$ cat src/rtl/picoblaze_rx_mailbox_pkg.sv
// Shared I/O definitions for the PicoBlaze receive mailbox: register offsets,
// CTRL write bit positions, STATUS read bit positions and the port decode helper.
package picoblaze_rx_mailbox_pkg;

    typedef enum logic [1:0] {
        REG_DATA   = 2'd0,
        REG_STATUS = 2'd1,
        REG_COUNT  = 2'd2,
        REG_THRESH = 2'd3
    } reg_off_e;

    // CTRL shares the STATUS address but is write-only
    localparam int CTRL_IRQ_EN  = 0;
    localparam int CTRL_FLUSH   = 1;
    localparam int CTRL_CLR_OVF = 2;
    localparam int CTRL_CLR_UDF = 3;

    localparam int STAT_EMPTY     = 0;
    localparam int STAT_FULL      = 1;
    localparam int STAT_INTERRUPT = 4;
    localparam int STAT_IRQ_EN    = 5;
    localparam int STAT_UNDERFLOW = 6;
    localparam int STAT_OVERFLOW  = 7;

    // A port block is four consecutive addresses, so only the upper six bits decode
    function automatic logic port_match(input logic [7:0] port_id, input logic [7:0] base);
        return port_id[7:2] == base[7:2];
    endfunction

endpackage

$ cat src/rtl/picoblaze_rx_mailbox_if.sv
// KCPSM3 I/O port bus between the processor (master) and a peripheral (slave).
interface picoblaze_rx_mailbox_if;
    logic [7:0] port_id;
    logic       write_strobe;
    logic       read_strobe;
    logic [7:0] out_port;
    logic [7:0] in_port;
    logic       interrupt;
    logic       interrupt_ack;

    modport master (
        output port_id, write_strobe, read_strobe, out_port, interrupt_ack,
        input  in_port, interrupt
    );

    modport slave (
        input  port_id, write_strobe, read_strobe, out_port, interrupt_ack,
        output in_port, interrupt
    );
endinterface

$ cat src/rtl/picoblaze_rx_mailbox_byte_fifo_sync.sv
// Synchronous byte FIFO with occupancy count; flush has priority over push and pop.
module byte_fifo_sync #(
    parameter int DEPTH = 16
) (
    input  logic                     clk,
    input  logic                     reset,
    input  logic                     push_i,
    input  logic                     pop_i,
    input  logic                     flush_i,
    input  logic [7:0]               data_i,
    output logic [7:0]               head_o,
    output logic [$clog2(DEPTH):0]   count_o,
    output logic                     full_o,
    output logic                     empty_o
);
    localparam int AW = $clog2(DEPTH);
    localparam int CW = AW + 1;

    logic [7:0]    mem_q [DEPTH];
    logic [AW-1:0] wr_ptr_q, wr_ptr_d;
    logic [AW-1:0] rd_ptr_q, rd_ptr_d;
    logic [CW-1:0] count_q, count_d;
    logic          push_ok, pop_ok;

    assign full_o  = (count_q == CW'(DEPTH));
    assign empty_o = (count_q == '0);
    assign head_o  = mem_q[rd_ptr_q];
    assign count_o = count_q;

    // A push into a full FIFO or a pop from an empty one is simply not performed
    assign push_ok = push_i & ~full_o & ~flush_i;
    assign pop_ok  = pop_i & ~empty_o & ~flush_i;

    // Next pointers and count; pointers wrap naturally because DEPTH is a power of two
    always_comb begin
        wr_ptr_d = wr_ptr_q;
        rd_ptr_d = rd_ptr_q;
        count_d  = count_q;
        if (flush_i) begin
            wr_ptr_d = '0;
            rd_ptr_d = '0;
            count_d  = '0;
        end else begin
            if (push_ok) wr_ptr_d = wr_ptr_q + AW'(1);
            if (pop_ok)  rd_ptr_d = rd_ptr_q + AW'(1);
            case ({push_ok, pop_ok})
                2'b10:   count_d = count_q + CW'(1);
                2'b01:   count_d = count_q - CW'(1);
                default: count_d = count_q;
            endcase
        end
    end

    // Pointer and count state
    always_ff @(posedge clk or posedge reset) begin
        if (reset) begin
            wr_ptr_q <= '0;
            rd_ptr_q <= '0;
            count_q  <= '0;
        end else begin
            wr_ptr_q <= wr_ptr_d;
            rd_ptr_q <= rd_ptr_d;
            count_q  <= count_d;
        end
    end

    // Storage array needs no reset; stale contents are never presented while empty
    always_ff @(posedge clk) begin
        if (push_ok) mem_q[wr_ptr_q] <= data_i;
    end

endmodule

$ cat src/rtl/picoblaze_rx_mailbox.sv
// Receive mailbox peripheral for KCPSM3: buffers a fabric byte stream and exposes
// DATA/STATUS(CTRL)/COUNT/THRESH ports plus a level interrupt held until acknowledged.
module picoblaze_rx_mailbox
    import picoblaze_rx_mailbox_pkg::*;
#(
    parameter logic [7:0] BASE_ADDR  = 8'h00,
    parameter int         DEPTH      = 16,
    parameter logic [7:0] THRESH_RST = 8'd1
) (
    input  logic                          clk,
    input  logic                          reset,
    picoblaze_rx_mailbox_if.slave         bus,
    input  logic                          in_valid,
    input  logic [7:0]                    in_data,
    output logic                          in_ready
);
    localparam int CW = $clog2(DEPTH) + 1;

    logic [7:0]    head;
    logic [CW-1:0] count;
    logic          full, empty;
    logic [7:0]    count8;
    logic          sel;
    reg_off_e      off;
    logic          rd_data, wr_ctrl, wr_thresh;
    logic          pop, flush, overflow_evt, underflow_evt, cond;
    logic [7:0]    status;

    logic       irq_en_q, irq_en_d;
    logic       overflow_q, overflow_d;
    logic       underflow_q, underflow_d;
    logic [7:0] thresh_q, thresh_d;
    logic       interrupt_q, interrupt_d;
    logic [7:0] in_port_q, in_port_d;

    assign sel       = port_match(bus.port_id, BASE_ADDR);
    assign off       = reg_off_e'(bus.port_id[1:0]);
    assign rd_data   = bus.read_strobe  & sel & (off == REG_DATA);
    assign wr_ctrl   = bus.write_strobe & sel & (off == REG_STATUS);
    assign wr_thresh = bus.write_strobe & sel & (off == REG_THRESH);

    assign pop           = rd_data & ~empty;
    assign underflow_evt = rd_data & empty;
    assign overflow_evt  = in_valid & full;
    assign flush         = wr_ctrl & bus.out_port[CTRL_FLUSH];
    assign in_ready      = ~full;
    assign count8        = 8'(count);

    byte_fifo_sync #(.DEPTH(DEPTH)) u_fifo (
        .clk     (clk),
        .reset   (reset),
        .push_i  (in_valid),
        .pop_i   (pop),
        .flush_i (flush),
        .data_i  (in_data),
        .head_o  (head),
        .count_o (count),
        .full_o  (full),
        .empty_o (empty)
    );

    // STATUS byte assembled from live FIFO flags and the control/flag registers
    always_comb begin
        status                 = '0;
        status[STAT_EMPTY]     = empty;
        status[STAT_FULL]      = full;
        status[STAT_INTERRUPT] = interrupt_q;
        status[STAT_IRQ_EN]    = irq_en_q;
        status[STAT_UNDERFLOW] = underflow_q;
        status[STAT_OVERFLOW]  = overflow_q;
    end

    // Next state for the read mux, control registers, sticky flags and interrupt
    always_comb begin
        in_port_d = 8'h00;
        if (sel) begin
            case (off)
                REG_DATA:   in_port_d = empty ? 8'h00 : head;
                REG_STATUS: in_port_d = status;
                REG_COUNT:  in_port_d = count8;
                REG_THRESH: in_port_d = thresh_q;
                default:    in_port_d = 8'h00;
            endcase
        end

        irq_en_d = wr_ctrl ? bus.out_port[CTRL_IRQ_EN] : irq_en_q;
        thresh_d = wr_thresh ? bus.out_port : thresh_q;

        overflow_d = overflow_q;
        if (wr_ctrl && bus.out_port[CTRL_CLR_OVF]) overflow_d = 1'b0;
        if (overflow_evt) overflow_d = 1'b1;

        underflow_d = underflow_q;
        if (wr_ctrl && bus.out_port[CTRL_CLR_UDF]) underflow_d = 1'b0;
        if (underflow_evt) underflow_d = 1'b1;

        cond = irq_en_q & (((thresh_q != 8'h00) & (count8 >= thresh_q)) | overflow_q);
        interrupt_d = interrupt_q;
        if (bus.interrupt_ack) interrupt_d = 1'b0;
        else if (cond)         interrupt_d = 1'b1;
    end

    // Register bank, all returning to reset values asynchronously
    always_ff @(posedge clk or posedge reset) begin
        if (reset) begin
            irq_en_q    <= 1'b0;
            overflow_q  <= 1'b0;
            underflow_q <= 1'b0;
            thresh_q    <= THRESH_RST;
            interrupt_q <= 1'b0;
            in_port_q   <= 8'h00;
        end else begin
            irq_en_q    <= irq_en_d;
            overflow_q  <= overflow_d;
            underflow_q <= underflow_d;
            thresh_q    <= thresh_d;
            interrupt_q <= interrupt_d;
            in_port_q   <= in_port_d;
        end
    end

    assign bus.in_port   = in_port_q;
    assign bus.interrupt = interrupt_q;

endmodule
$ cat src/flat_wrapper.sv
// flat-port wrapper written by rule: the top's interface ports become plain ports
module picoblaze_rx_mailbox_flat import picoblaze_rx_mailbox_pkg::*;
#(
    parameter logic [7:0] BASE_ADDR  = 8'h00,
    parameter int         DEPTH      = 16,
    parameter logic [7:0] THRESH_RST = 8'd1
)
  (clk, reset, in_valid, in_data, in_ready, bus_port_id, bus_write_strobe, bus_read_strobe, bus_out_port, bus_interrupt_ack, bus_in_port, bus_interrupt);
  picoblaze_rx_mailbox_if bus_i ();
  input  logic clk;
  input  logic reset;
  input  logic in_valid;
  input  logic [7:0] in_data;
  output logic in_ready;
  input wire logic [$bits(bus_i.port_id)-1:0] bus_port_id;
  input wire logic [$bits(bus_i.write_strobe)-1:0] bus_write_strobe;
  input wire logic [$bits(bus_i.read_strobe)-1:0] bus_read_strobe;
  input wire logic [$bits(bus_i.out_port)-1:0] bus_out_port;
  input wire logic [$bits(bus_i.interrupt_ack)-1:0] bus_interrupt_ack;
  output wire logic [$bits(bus_i.in_port)-1:0] bus_in_port;
  output wire logic [$bits(bus_i.interrupt)-1:0] bus_interrupt;
  assign bus_i.port_id = bus_port_id;
  assign bus_i.write_strobe = bus_write_strobe;
  assign bus_i.read_strobe = bus_read_strobe;
  assign bus_i.out_port = bus_out_port;
  assign bus_i.interrupt_ack = bus_interrupt_ack;
  assign bus_in_port = bus_i.in_port;
  assign bus_interrupt = bus_i.interrupt;
  picoblaze_rx_mailbox #(.BASE_ADDR(BASE_ADDR), .DEPTH(DEPTH), .THRESH_RST(THRESH_RST)) u_core (.clk(clk), .reset(reset), .bus(bus_i), .in_valid(in_valid), .in_data(in_data), .in_ready(in_ready));
endmodule
$ cat config.mk
export PLATFORM = sky130hd
export DESIGN_NAME = picoblaze_rx_mailbox_flat
export DESIGN_NICKNAME = d
export VERILOG_FILES = /design/src/rtl/picoblaze_rx_mailbox_pkg.sv /design/src/rtl/picoblaze_rx_mailbox_if.sv /design/src/rtl/picoblaze_rx_mailbox_byte_fifo_sync.sv /design/src/rtl/picoblaze_rx_mailbox.sv /design/src/flat_wrapper.sv
export SDC_FILE = /design/constraint.sdc
export NUM_CORES = 1
export LEC_CHECK = 0
export ABC_AREA = 0
export ABC_CLOCK_PERIOD_IN_PS = 4900
export BUFFER_PORTS_ARGS = -buffer_cell sky130_fd_sc_hd__buf_2
export CAP_MARGIN = 20
export CORE_MARGIN = 2
export CORE_UTILIZATION = 50
export CTS_BUF_LIST = sky130_fd_sc_hd__clkbuf_8
export DETAILED_ROUTE_END_ITERATION = 6
export GPL_TIMING_DRIVEN = 0
export PLACE_DENSITY = 0.73
export SYNTH_ARGS = -nofsm -noshare
export SYNTH_HDL_FRONTEND = slang
export SYNTH_HIERARCHICAL = 1
export SYNTH_SLANG_ARGS = --single-unit
$ cat constraint.sdc
create_clock -name clk -period 4.9 [get_ports clk]
set_input_delay 0 -clock clk [delete_from_list [all_inputs] [get_ports clk]]
set_output_delay 0 -clock clk [all_outputs]
set_load 0.01 [all_outputs]
Word-level counts from Yosys, hierarchy flattened
Memories as Yosys holds them, arrays and structs flattened. Cells that the tools add are included.

Logic and storage cells: 69. Output and inout port bits: 10. Bits in registers: 33. Bits in latches: 0. Bits in read-only memories: 0. RAM bits: 128. Input port bits: 30. Memories kept: 1.

Memories: u_core.u_fifo.mem_q (words 16, width 8, read ports 1, clocked after memory_dff 0, wr ports 1, RTL line picoblaze_rx_mailbox_byte_fifo_sync.sv:19) `logic [7:0] mem_q [DEPTH];`.

Shift operators: 0. Div/mod/pow operators: 0. Add/sub/neg operators: 4. Mux-type cells: 17. Bitwise operators: 19. Multiply operators: 0. Eq/ne operators: 6. Magnitude comparators: 1. Reductions and logical operators: 12.

Operators with widths (count): $pmux W8 S4 (1); $mux W4 (4); $mux W8 (2); $and A1 B1 Y1 (15); $pmux W5 S2 (1); $reduce_bool A2 Y1 (5); $add A4 B1 Y4 const B (2); $ge A5 B8 Y1 (1); $mux W1 (8); $reduce_bool A8 Y1 (1); $eq A2 B2 Y1 const B (3); $logic_not A6 Y1 (1); $add A5 B1 Y5 const B (1); $eq A5 B5 Y1 const B (1); $logic_not A5 Y1 (1); $mux W5 (1); $sub A5 B1 Y5 const B (1); $eq A2 B1 Y1 const B (2); $not A1 Y1 (3); $reduce_bool A3 Y1 (1); $logic_and A1 B1 Y1 (2); $logic_not A2 Y1 (1); $or A1 B1 Y1 (1).

Depth between registers and ports, before layout
Gate-level depths: netlist of the first run.

Depth in word-level cells: 9. Depth in mapped cells: 14. Mapped depth without buffers: 12.

Cells and area by module
Netlist of the first run, hierarchy kept.

Modules (own cells, without submodules): byte_fifo_sync (cells each 299, times used 1, seq. area each 4169.0 µm², area each 5979.5 µm²); picoblaze_rx_mailbox (cells each 104, times used 1, seq. area each 501.7 µm², area each 1123.6 µm²).

Least setup slack after synthesis of the first run
No wires, ideal clock.

Path type: register -> register. Start point: reg u_core.u_fifo.count_q[4] (netlist: u_core/u_fifo/count_o[4]). End point: reg u_core.u_fifo.count_q[4] (netlist: u_core/u_fifo/count_o[4]). Required time: 4818 ps. Path buffers: 2. Cell stages (with the launch flop): 15. Setup slack: 1756 ps. Library setup time: 82 ps. Arrival: 3062 ps. Cell sequence: dfrtp_1 > clkbuf_1 > inv_1 > nand2_1 > inv_1 > nor3b_1 > buf_1 > o21ai_2 > or3b_4 > inv_2 > ha_1 > nor2b_1 > o22a_1 > a211o_1 > a31oi_1.

Longest elaborated chain between the ends: 8. Elaborated cells between the ends (all ways): 16.

Ends and longest elaborated chain: from (decl) (RTL line picoblaze_rx_mailbox_byte_fifo_sync.sv:22) `logic [CW-1:0] count_q, count_d;`; from (signal assigned) (RTL line picoblaze_rx_mailbox_byte_fifo_sync.sv:63) `count_q <= count_d;`; $logic_not A5 Y1 (*) (RTL line picoblaze_rx_mailbox_byte_fifo_sync.sv:26) `assign empty_o = (count_q == '0);`; via u_core.empty (RTL line picoblaze_rx_mailbox.sv:21) `logic full, empty;`; $not A1 Y1 (*) (RTL line picoblaze_rx_mailbox.sv:42) `assign pop = rd_data & ~empty;`; $and A1 B1 Y1 (*) (RTL line picoblaze_rx_mailbox.sv:42); via u_core.pop (RTL line picoblaze_rx_mailbox.sv:26) `logic pop, flush, overflow_evt, underflow_evt, cond;`; $and A1 B1 Y1 (*) (2 in a row) (RTL line picoblaze_rx_mailbox_byte_fifo_sync.sv:32) `assign pop_ok = pop_i & ~empty_o & ~flush_i;`; $eq A2 B1 Y1 or $eq A2 B2 Y1 (tied branches) (RTL line picoblaze_rx_mailbox_byte_fifo_sync.sv:46) `case ({push_ok, pop_ok})`; $pmux W5 S2 (RTL line picoblaze_rx_mailbox_byte_fifo_sync.sv:46); $mux W5 (RTL line picoblaze_rx_mailbox_byte_fifo_sync.sv:39) `if (flush_i) begin`.

Mark *: on every way through the listed nets, which the timed path passes. The rest lies on a longest branch. A chain may end at the register's enable or synchronous reset.

Worst setup path after layout of the first run
Ends and elaborated chain as after synthesis.

==> reports/qor.yml, run 1 <==
finClkSkew_ns: 0.0143
drc: 0
clock-root-buffer: "clkbuf_8"
setup_total_negative_slack_ns: 0
worstRegToRegCells: 14
clock-sinks: 161
portBuffers: 38
ios: 40
yosysSeqAreaShare: 0.658
slew_headroom: 0.352
final_common_cell: "edfxtp_1"
clk_pin_slew_ns: 0.09
tritoncts: "done"
routed_wl_mm: 14.0
synth_compound_area_frac: 0.0395
max_freq_mhz: 263
synth-edff-count: 128
switchingPower_mw: 0.943
dieArea_um2: 15200
grt_pass1_wl_mm: 21.5
r2r_end: "u_core/u_fifo/count_o[4]$_DFFE_PP0P_"
insertedDiodeCount: 0
worst_ep_required_time_ns: 5.28
tightest_slew_ns: 0.968
coreArea_um2: 13900
cp_slowest_cell: "dfrtp_1"
crit_arrival_ns: 4.18
endpoint_kind: "register"
area_growth_pct: 13.9
clk_path_buf_depth: 2
slew_viol_final: 0
setup_viol: 0
synth_top_family_by_area: "multiplexers"
gr-total-overflow: 0
worstHoldPathCells: 4
critPathMostFrequentCell: "inv_1"
grt_pass1_vias: 3947
htree_levels: 4
top_usage_layer: "met2"
firstDrtPassIters: 5
place.gp.congestion: 0.819
path_class: "reg2reg"
worstHoldStart: "bus_port_id[4]"
die_h_um: 123
yosys.area_share.simple: 0.0675
finalHoldViolations: 0
vias_per_cell: 5.76
p_per_area_nw_per_um2: 400
final_nets: 523
post-route-period-util: 0.776
hold_slack_ns: 0.0469
syn_nets: 447
worst-path-buf-inv: 5
avgSynthCellArea_um2: 17.6
synth_seq_cells: 161
netlist_area_um2: 7100
p_int_mw: 2.30
ys_types: 63
synthXorXnorAreaFrac: 0.00740
drt_iter0_markers: 400
p_comb_frac: 0.176
vias: 3871
clkPwrFrac: 0.291
period_needed_ns: 3.80
post_cts_resized: 0
r2r_start: "u_core/u_fifo/count_o[4]$_DFFE_PP0P_"
holdPathEnd: "u_core/thresh_q[1]$_DFFE_PP0P_"
grt_use_met2: 0.329
grt.total_usage: 0.199
grt_max_degree: 21
ys.flop_type: "edfxtp_1"
power.share.sequential: 0.532
synthCells: 403
cts_buffers: 17
ys_async_sr_fraction: 0.205
ant_nets: 0
start_util: 0.512
power_leakage_nw: 2.96
critPathMaxStageDelay_ns: 0.43
status: "finished, final reports clean"
max-vdd-ir-drop_mv: 0.302
maxCapViolCount: 0
rsz0062_at_grt: "false"
use_met1: 0.256
critical_path.top_delay_family: "buffers and inverters"
yosysWarnings: 6
startpoint: "u_core/u_fifo/count_o[4]$_DFFE_PP0P_"
dp_hpwl_mm: 9.47
switching_share: 0.291
hp-class: "in2reg"
r2r_setup_slack_ns: 1.10
layout_common_cells: "edfxtp_1, buf_2, nor2_1"
rows: 43
drive_gt1_frac: 0.270
chipWidth_um: 123
worst_skew_pair.late_latency_ns: 0.46
antenna_found_initial: 0
startpoint_type: "register"
synth-adder-area-share: 0.0257
critPathMaxFanout: 10
synth_mux_area_frac: 0.172
worstPathCellList: "clkbuf_1, inv_1, nand2_1, inv_1, nor3b_1, buf_1, o21ai_2, or3b_4, inv_2, ha_1, nor2b_1, o22a_1, a211o_1, a31oi_1"
use_met3: 0.0609
wl_per_cell_um: 20.9
## cells in the mapped netlist (4+ instances only)
library cell / number / area [um^2]
mux4_2: 19 / 428
clkbuf_1: 4 / 15.0
xor2_1: 4 / 35.0
nand3_1: 5 / 25.0
nor2_1: 40 / 150
mux4_1: 21 / 552
mux2_2: 13 / 146
dfrtp_1: 32 / 801
nand2_1: 10 / 37.5
mux2i_1: 8 / 80.1
inv_1: 16 / 60.1
ha_1: 13 / 163
buf_2: 6 / 30.0
a211oi_1: 6 / 45.0
edfxtp_1: 128 / 3840
nor2b_1: 6 / 37.5
## state kept, by name, indices dropped and copies added (netlist names)
register and flops:
u_core/underflow_q 1, u_core/thresh_q 8, u_core/overflow_q 1, u_core/bus.interrupt 1, u_core/bus.in_port 8, u_core/u_fifo/rd_ptr_q 4, u_core/u_fifo/count_o 5, u_core/u_fifo/mem_q 128
u_core/u_fifo/wr_ptr_q 4, u_core/irq_en_q 1
## area by class of cell
type	count	area [um^2]
Buffer	19	153
Clock buffer	17	234
Clock inverter	15	149
Fill cell	1056	5790
Inverter	17	63.8
Multi-Input combinational cell	206	2220
Sequential cell	161	4670
Tap cell	180	225
Timing Repair Buffer	57	380
## what timing repair did
| item | CTS | global route |
|---|---|---|
| buffers inserted | 0 | 0 |
| hold endpoints to repair | 173 | 0 |
| hold buffers | 19 | 0 |
## cells by family (layout without fill, tap and decap cells)
logic type      Yosys count  after routing
compound gates           35             35
mux                      62             62
simple gates             89             89
xor+xnor                  6              6
fa+ha+maj                14             14
buf+inv                  36            125
flops                   161            161
## power groups by stage
stage | clock [mW] | sequential, mW | combinational, mW
5_1_grt | 1.02 | 1.74 | 0.631
2_1_floorplan | 0 | 1.72 | 0.409
6_report | 0.944 | 1.72 | 0.570
3_5_place_dp | 0 | 1.75 | 0.557
4_1_cts | 0.963 | 1.73 | 0.570
3_3_place_gp | 0 | 1.75 | 0.535
## stage by stage
stage / total power [mW] / area (um^2) / instances / utilization / setup WS [ns]
floorplan: 2.13 / 7100 / 403 / - / 1.76
CTS: 3.26 / 8090 / 672 / 0.583 / 1.14
detailed placement: 2.31 / 7520 / 621 / 0.542 / 1.20
finish: 3.24 / 8090 / 672 / 0.583 / 1.10
global route: 3.39 / 8090 / 672 / 0.583 / 0.877
global placement: 2.28 / 7520 / 621 / 0.542 / 1.22
## tightest hold or removal path: stages
cell and delay [ns]:
buf_2 0.10, nor4_4 0.05, nand3_2 0.21, mux2i_1 0.11
## worst max path at each step
stage,to,cells past startpoint
floorplan,u_core/u_fifo/count_o[4]$_DFFE_PP0P_,14
global placement,u_core/u_fifo/count_o[4]$_DFFE_PP0P_,14
detailed placement,u_core/u_fifo/count_o[4]$_DFFE_PP0P_,14
CTS,u_core/u_fifo/count_o[4]$_DFFE_PP0P_,14
global route,u_core/u_fifo/count_o[4]$_DFFE_PP0P_,14
finish,u_core/u_fifo/count_o[4]$_DFFE_PP0P_,14
## per-layer routing
layer,vias up,share of wire
met5,-,0
met4,0,0.014
met3,15,0.060
met2,131,0.51
met1,1964,0.42
li1,1761,-
(Power assumes the default switching activity.)
==> inputs of run 2 (changes only) <==
ABC_CLOCK_PERIOD_IN_PS = 3800   (was 4900)
clock period = 3.8 ns   (was 4.9 ns; I/O delays follow)
==> run 2 against run 1 <==
Non-clock buffer count fell by 1. Cell area hardly changed. Clock skew shrank 0.00080 ns. First-iteration DRC count down 7.8%. Worst hold slack worse by 0.0016 ns. Sequential power is 30% higher. Combinational power grew 26%. Critical endpoint unchanged. Largest cell class unchanged.
==> reports/qor.yml, run 2 (synthesized netlist as in run 1, its figures left out) <==
worst_ep_required_time_ns: 4.12  # -1.16 ns
cts_buffers: 17  # unchanged
endpoint_kind: "register"
finClkSkew_ns: 0.0135  # -0.000800 ns
antenna_found_initial: 0  # unchanged
portBuffers: 38  # unchanged
drive_gt1_frac: 0.273  # +0.00259
fillers: 1057  # +0.095%
hp-class: "in2reg"
insertedDiodeCount: 0  # unchanged
worst_skew_pair.late_latency_ns: 0.46  # about the same
tightest_slew_ns: 0.977  # +0.00905 ns
rsz0062_at_grt: "false"
die_h_um: 123  # unchanged
setup_viol: 0  # unchanged
grt.total_usage: 0.199  # unchanged
area_growth_pct: 13.9  # about the same
chipWidth_um: 123  # unchanged
cts_setup_buffers: 0  # unchanged
firstDrtPassIters: 5  # unchanged
grt_pass1_vias: 3947  # unchanged
crit_arrival_ns: 3.78  # -0.40 ns
wl_met2_mm: 7.11  # about the same
ios: 40  # unchanged
place.gp.congestion: 0.819  # unchanged
start_util: 0.512  # unchanged
wl_per_cell_um: 20.8  # -0.42%
drc: 0  # unchanged
gr-total-overflow: 0  # unchanged
clock-root-buffer: "clkbuf_8"
tritoncts: "done"
critPathMaxFanout: 10  # unchanged
largest_register_ffs: 128  # unchanged
htree_levels: 4  # unchanged
grt_max_degree: 21  # unchanged
slew_viol_final: 0  # unchanged
maxCapViolCount: 0  # unchanged
power_leakage_nw: 2.97  # about the same
slew_headroom: 0.346  # -0.00605
routed_wl_mm: 14.0  # -0.57%
drt_iter0_markers: 369  # -7.8%
startpoint_type: "register"
clock-sinks: 161  # unchanged
path_class: "reg2reg"
largest_register: "u_core/u_fifo/mem_q"
dieArea_um2: 15200  # unchanged
vias_per_cell: 5.75  # -0.11%
final_common_cell: "edfxtp_1"
setup_total_negative_slack_ns: 0  # unchanged
grt_pass1_wl_mm: 21.5  # unchanged
multi_input_area_um2: 2220  # unchanged
max_freq_mhz: 288  # +9.7%
final_core_util: 0.583  # about the same
clk_pin_slew_ns: 0.09  # about the same
final_nets: 522  # -0.19%
vias: 3861  # -0.26%
ant_nets: 0  # unchanged
coreArea_um2: 13900  # unchanged
layout_common_cells: "edfxtp_1, buf_2, nor2_1"
clk_path_buf_depth: 2  # unchanged
period_needed_ns: 3.47  # -0.336 ns
status: "finished, final reports clean"
maxUsedRoutingLayer: "met4"
wl_met1_mm: 5.89  # about the same
regArea_um2: 4670  # unchanged
rows: 43  # unchanged
finalHoldViolations: 0  # unchanged
wl_met3_um: 776  # -8.1%
dp_hpwl_mm: 9.47  # unchanged
p_per_area_nw_per_um2: 515  # +29%
post-route-period-util: 0.912  # +0.136
max-vdd-ir-drop_mv: 0.389  # +29%
[run 2: cell types whose count changed in the layout (fill, tap and decap cells not counted)]
cell	before	now
clkbuf_2	0	1
clkbuf_1	4	3
buf_1	1	0
[run 2: where the power goes]
group | internal (mW) | switching (mW)
sequential | 2.10 | 0.131
combinational | 0.317 | 0.402
clock | 0.538 | 0.674
[run 2: stage by stage]
stage          total power [mW]  cells  setup slack, ns  area [um^2]  hold slack (ns)
2_1_floorplan              2.74    403            0.656         7100           -0.123
5_1_grt                    4.37    671            0.141         8090           0.0425
6_report                   4.17    671            0.334         8090           0.0452
3_3_place_gp               2.94    621            0.122         7520           0.0645
3_5_place_dp               2.98    621           0.0952         7520           0.0815
4_1_cts                    4.20    672           0.0415         8090          0.00305
[run 2: layout make-up]
cell class,count,area share
timing repair buffer,57,0.0470
clock inverter,15,0.0184
clock buffer,17,0.0289
multi-input combinational,206,0.274
tap,180,0.0278
sequential,161,0.577
buffer,18,0.0186
inverter,17,0.00789
[run 2: timing repair]
action	in CTS	in global routing
endpoints found under the setup margin	0	3
hold buffers	19	0
hold endpoints to repair	173	0
resized for setup	0	1
[run 2: worst paths after layout]
| path | start | to | slack (ns) | depth (start not counted) |
|---|---|---|---|---|
| hold / removal | bus_port_id[4] | u_core/thresh_q[1]$_DFFE_PP0P_ | 0.05 | 4 |
| max in group asynchronous | reset | u_core/thresh_q[5]$_DFFE_PP0P_ | 3.08 | 3 |
| hold reg to reg | u_core/underflow_q$_DFFE_PP0P_ | u_core/underflow_q$_DFFE_PP0P_ | 0.55 | 1 |
| min in group asynchronous | reset | u_core/u_fifo/rd_ptr_q[1]$_DFFE_PP0P_ | 0.14 | 3 |
| setup reg to reg | u_core/u_fifo/count_o[4]$_DFFE_PP0P_ | u_core/u_fifo/count_o[4]$_DFFE_PP0P_ | 0.33 | 12 |
| setup / recovery | u_core/u_fifo/count_o[4]$_DFFE_PP0P_ | u_core/u_fifo/count_o[4]$_DFFE_PP0P_ | 0.33 | 12 |
[run 2: layer usage]
metal / vias to the layer above / GRT usage
met1: 1975 / 0.256
met4: 0 / 0.0533
met5: - / 0
met3: 16 / 0.0609
li1: 1759 / -
met2: 111 / 0.329
[run 2: critical path, stage by stage, from the launching register on]
cell	delay [ns]
dfrtp_1	0.59
inv_1	0.19
nand2_1	0.20
inv_1	0.14
nor3b_1	0.27
clkbuf_2	0.28
o21ai_2	0.13
or3b_4	0.42
fa_1	0.40
nor2b_1	0.20
o22a_1	0.23
mux2i_1	0.20
a31oi_1	0.09
==> inputs of run 3 (changes only) <==
CORE_UTILIZATION = 30   (was 50)
PLACE_DENSITY = 0.51   (was 0.73)
SETUP_SLACK_MARGIN = 0.1   (was not set)
==> run 3 against run 2 <==
Non-clock buffer count increased by 1. Core utilization shrank 23 points. Sequential cell count unchanged. Die area grew 64%. Cell count rose by 21%. First-iteration DRC count shrank 49%. Wire length is 13% higher. Total power decreased by 0.25%. Clock skew decreased by 0.0039 ns. Largest cell class unchanged.
==> reports/qor.yml, run 3 (synthesized netlist as in run 1, its figures left out) <==
status: "finished, final reports clean"
path_class: "reg2reg"
cts_setup_buffers: 0  # unchanged
power_leakage_nw: 2.97  # about the same
r2r_start: "u_core/u_fifo/count_o[4]$_DFFE_PP0P_"
grt.total_usage: 0.133  # -0.0658
ios: 40  # unchanged
setup_viol: 0  # unchanged
wl_met2_mm: 7.62  # +7.2%
chipWidth_um: 158  # +28%
drc: 0  # unchanged
die_h_um: 158  # +28%
coreArea_um2: 23300  # +68%
worstHoldPathCells: 4  # unchanged
fin_ws_ns: 0.473  # +0.139 ns
gr-total-overflow: 0  # unchanged
insertedDiodeCount: 0  # unchanged
htree_levels: 4  # unchanged
fillers: 2215  # +110%
hold_slack_ns: 0.0526  # +0.00733 ns
fin_cells: 811  # +21%
antenna_found_initial: 0  # unchanged
worst_ep_required_time_ns: 4.17  # +0.05 ns
clkPwrFrac: 0.284  # -0.007
clock-sinks: 161  # unchanged
critPathMostFrequentCell: "inv_1"
grt_max_degree: 21  # unchanged
slew_viol_final: 0  # unchanged
grt_pass1_vias: 3941  # -0.15%
finClkSkew_ns: 0.00961  # -0.00391 ns
tritoncts: "done"
clock-root-buffer: "clkbuf_8"
grt_pass1_wl_mm: 23.5  # +9.5%
wl_met3_um: 592  # -24%
endpoint_kind: "register"
hp-class: "in2reg"
worstPathCellList: "clkbuf_2, inv_1, nand2_1, inv_1, nor3b_1, buf_2, o21ai_2, or3b_4, inv_2, ha_1, nor2b_1, o22a_1, a211o_1, a31oi_1"
max_freq_mhz: 301  # +4.2%
critPathMaxFanout: 10  # unchanged
startpoint: "u_core/u_fifo/count_o[4]$_DFFE_PP0P_"
largest_register: "u_core/u_fifo/mem_q"
drive_gt1_frac: 0.268  # -0.00462
vias: 3822  # -1.0%
rsz0062_at_grt: "false"
max-vdd-ir-drop_mv: 0.244  # -37%
regArea_um2: 4670  # unchanged
holdPathEnd: "u_core/thresh_q[1]$_DFFE_PP0P_"
finalHoldViolations: 0  # unchanged
clk_pin_slew_ns: 0.08  # about the same
setup_total_negative_slack_ns: 0  # unchanged
portBuffers: 38  # unchanged
dp_cells: 760  # +22%
maxCapViolCount: 0  # unchanged
critPathMaxStageDelay_ns: 0.41  # -0.18 ns
dieArea_um2: 24900  # +64%
area_growth_pct: 16.2
routed_wl_mm: 15.8  # +13%
final_nets: 523  # +0.19%
wl_met1_mm: 7.39  # +26%
p_comb_frac: 0.182  # +0.009
place.gp.congestion: 0.817  # -0.24%
cts_buffers: 17  # unchanged
layout_common_cells: "edfxtp_1, buf_2, nor2_1"
worst_skew_pair.late_latency_ns: 0.45  # about the same
tightest_slew_ns: 0.893  # -0.0849 ns
ant_nets: 0  # unchanged
dp_hpwl_mm: 10.9  # +15%
power.share.sequential: 0.534  # -0.002
start_util: 0.304  # -0.207
vias_per_cell: 4.71  # -18%
worstHoldStart: "bus_port_id[4]"
p_int_mw: 2.95  # -0.35%
switchingPower_mw: 1.21  # about the same
pre_cts_ws_ns: 0.123  # +0.0277 ns
worstRegToRegCells: 14  # +2
multi_input_area_um2: 2220  # unchanged
firstDrtPassIters: 5  # unchanged
switching_share: 0.291  # +0.000679
drt_iter0_markers: 190  # -49%
r2r_end: "u_core/u_fifo/count_o[4]$_DFFE_PP0P_"
largest_register_ffs: 128  # unchanged
period_needed_ns: 3.33  # -0.139 ns
rows: 56  # +30%
crit_arrival_ns: 3.70  # -0.08 ns
wl_per_cell_um: 19.5  # -6.5%
final_core_util: 0.354  # -0.229
maxUsedRoutingLayer: "met4"
clk_path_buf_depth: 2  # unchanged
final_common_cell: "edfxtp_1"
slew_headroom: 0.403  # +0.0568
cp_slowest_cell: "dfrtp_1"
startpoint_type: "register"
r2r_setup_slack_ns: 0.47  # +0.14 ns
post-route-period-util: 0.875  # -0.0367
p_per_area_nw_per_um2: 503  # -2.3%
-- run 3: cell types whose count changed in the layout (fill, tap and decap cells not counted) --
cell,delta
clkinv_2,-2
clkinv_4,+2
inv_1,+2
inv_8,-2
buf_2,+1
clkinv_1,+1
inv_6,-1
-- run 3: metrics by stage --
stage,instance area [um^2],power (mW)
finish,8260,4.16
detailed placement,7690,3.01
CTS,8250,4.21
global route,8260,4.37
floorplan,7100,2.74
global placement,7690,2.98
-- run 3: worst max-delay path: cells and delay by family (launching register included) --
kind	cells	cell delay, ns
DFF	1	0.41
buffers and inverters	5	0.84
adders and majority gates	1	0.26
and+or+nand+nor	4	0.93
AOI/OAI and AO/OA	4	0.80
-- run 3: power by group through the flow --
stage,Sequential [mW],Combinational (mW),Clock [mW]
2_1_floorplan,2.21,0.528,0
3_3_place_gp,2.25,0.725,0
3_5_place_dp,2.26,0.745,0
4_1_cts,2.22,0.763,1.22
5_1_grt,2.24,0.838,1.29
6_report,2.22,0.754,1.18
-- run 3: timing repair --
action	4_1_cts	5_1_grt
hold endpoints to repair	172	0
gates resized for setup	1	2
pin swaps	0	0
hold buffers	19	0
setup endpoints to repair	1	1
-- run 3: how the worst max path moves through the flow --
| stage | end | slack [ns] |
|---|---|---|
| after floorplan | u_core/u_fifo/count_o[4]$_DFFE_PP0P_ | 0.66 |
| after global placement | u_core/u_fifo/count_o[4]$_DFFE_PP0P_ | 0.13 |
| after detailed placement | u_core/u_fifo/count_o[4]$_DFFE_PP0P_ | 0.12 |
| after CTS | u_core/u_fifo/count_o[4]$_DFFE_PP0P_ | 0.30 |
| after global routing | u_core/u_fifo/count_o[4]$_DFFE_PP0P_ | 0.20 |
| final | u_core/u_fifo/count_o[4]$_DFFE_PP0P_ | 0.47 |
-- run 3: metal layers --
metal	vias to the layer above	track usage
met2	73	0.214
met4	0	0.0381
met5	-	0
met3	10	0.0318
li1	1757	-
met1	1982	0.178
-- run 3: final cells by class --
type	count	share of cell area
sequential	161	0.566
multi-input combinational	206	0.268
tap	319	0.0483
timing repair buffer	57	0.0461
clock buffer	17	0.0283
buffer	19	0.0188
clock inverter	15	0.0165
inverter	17	0.00773
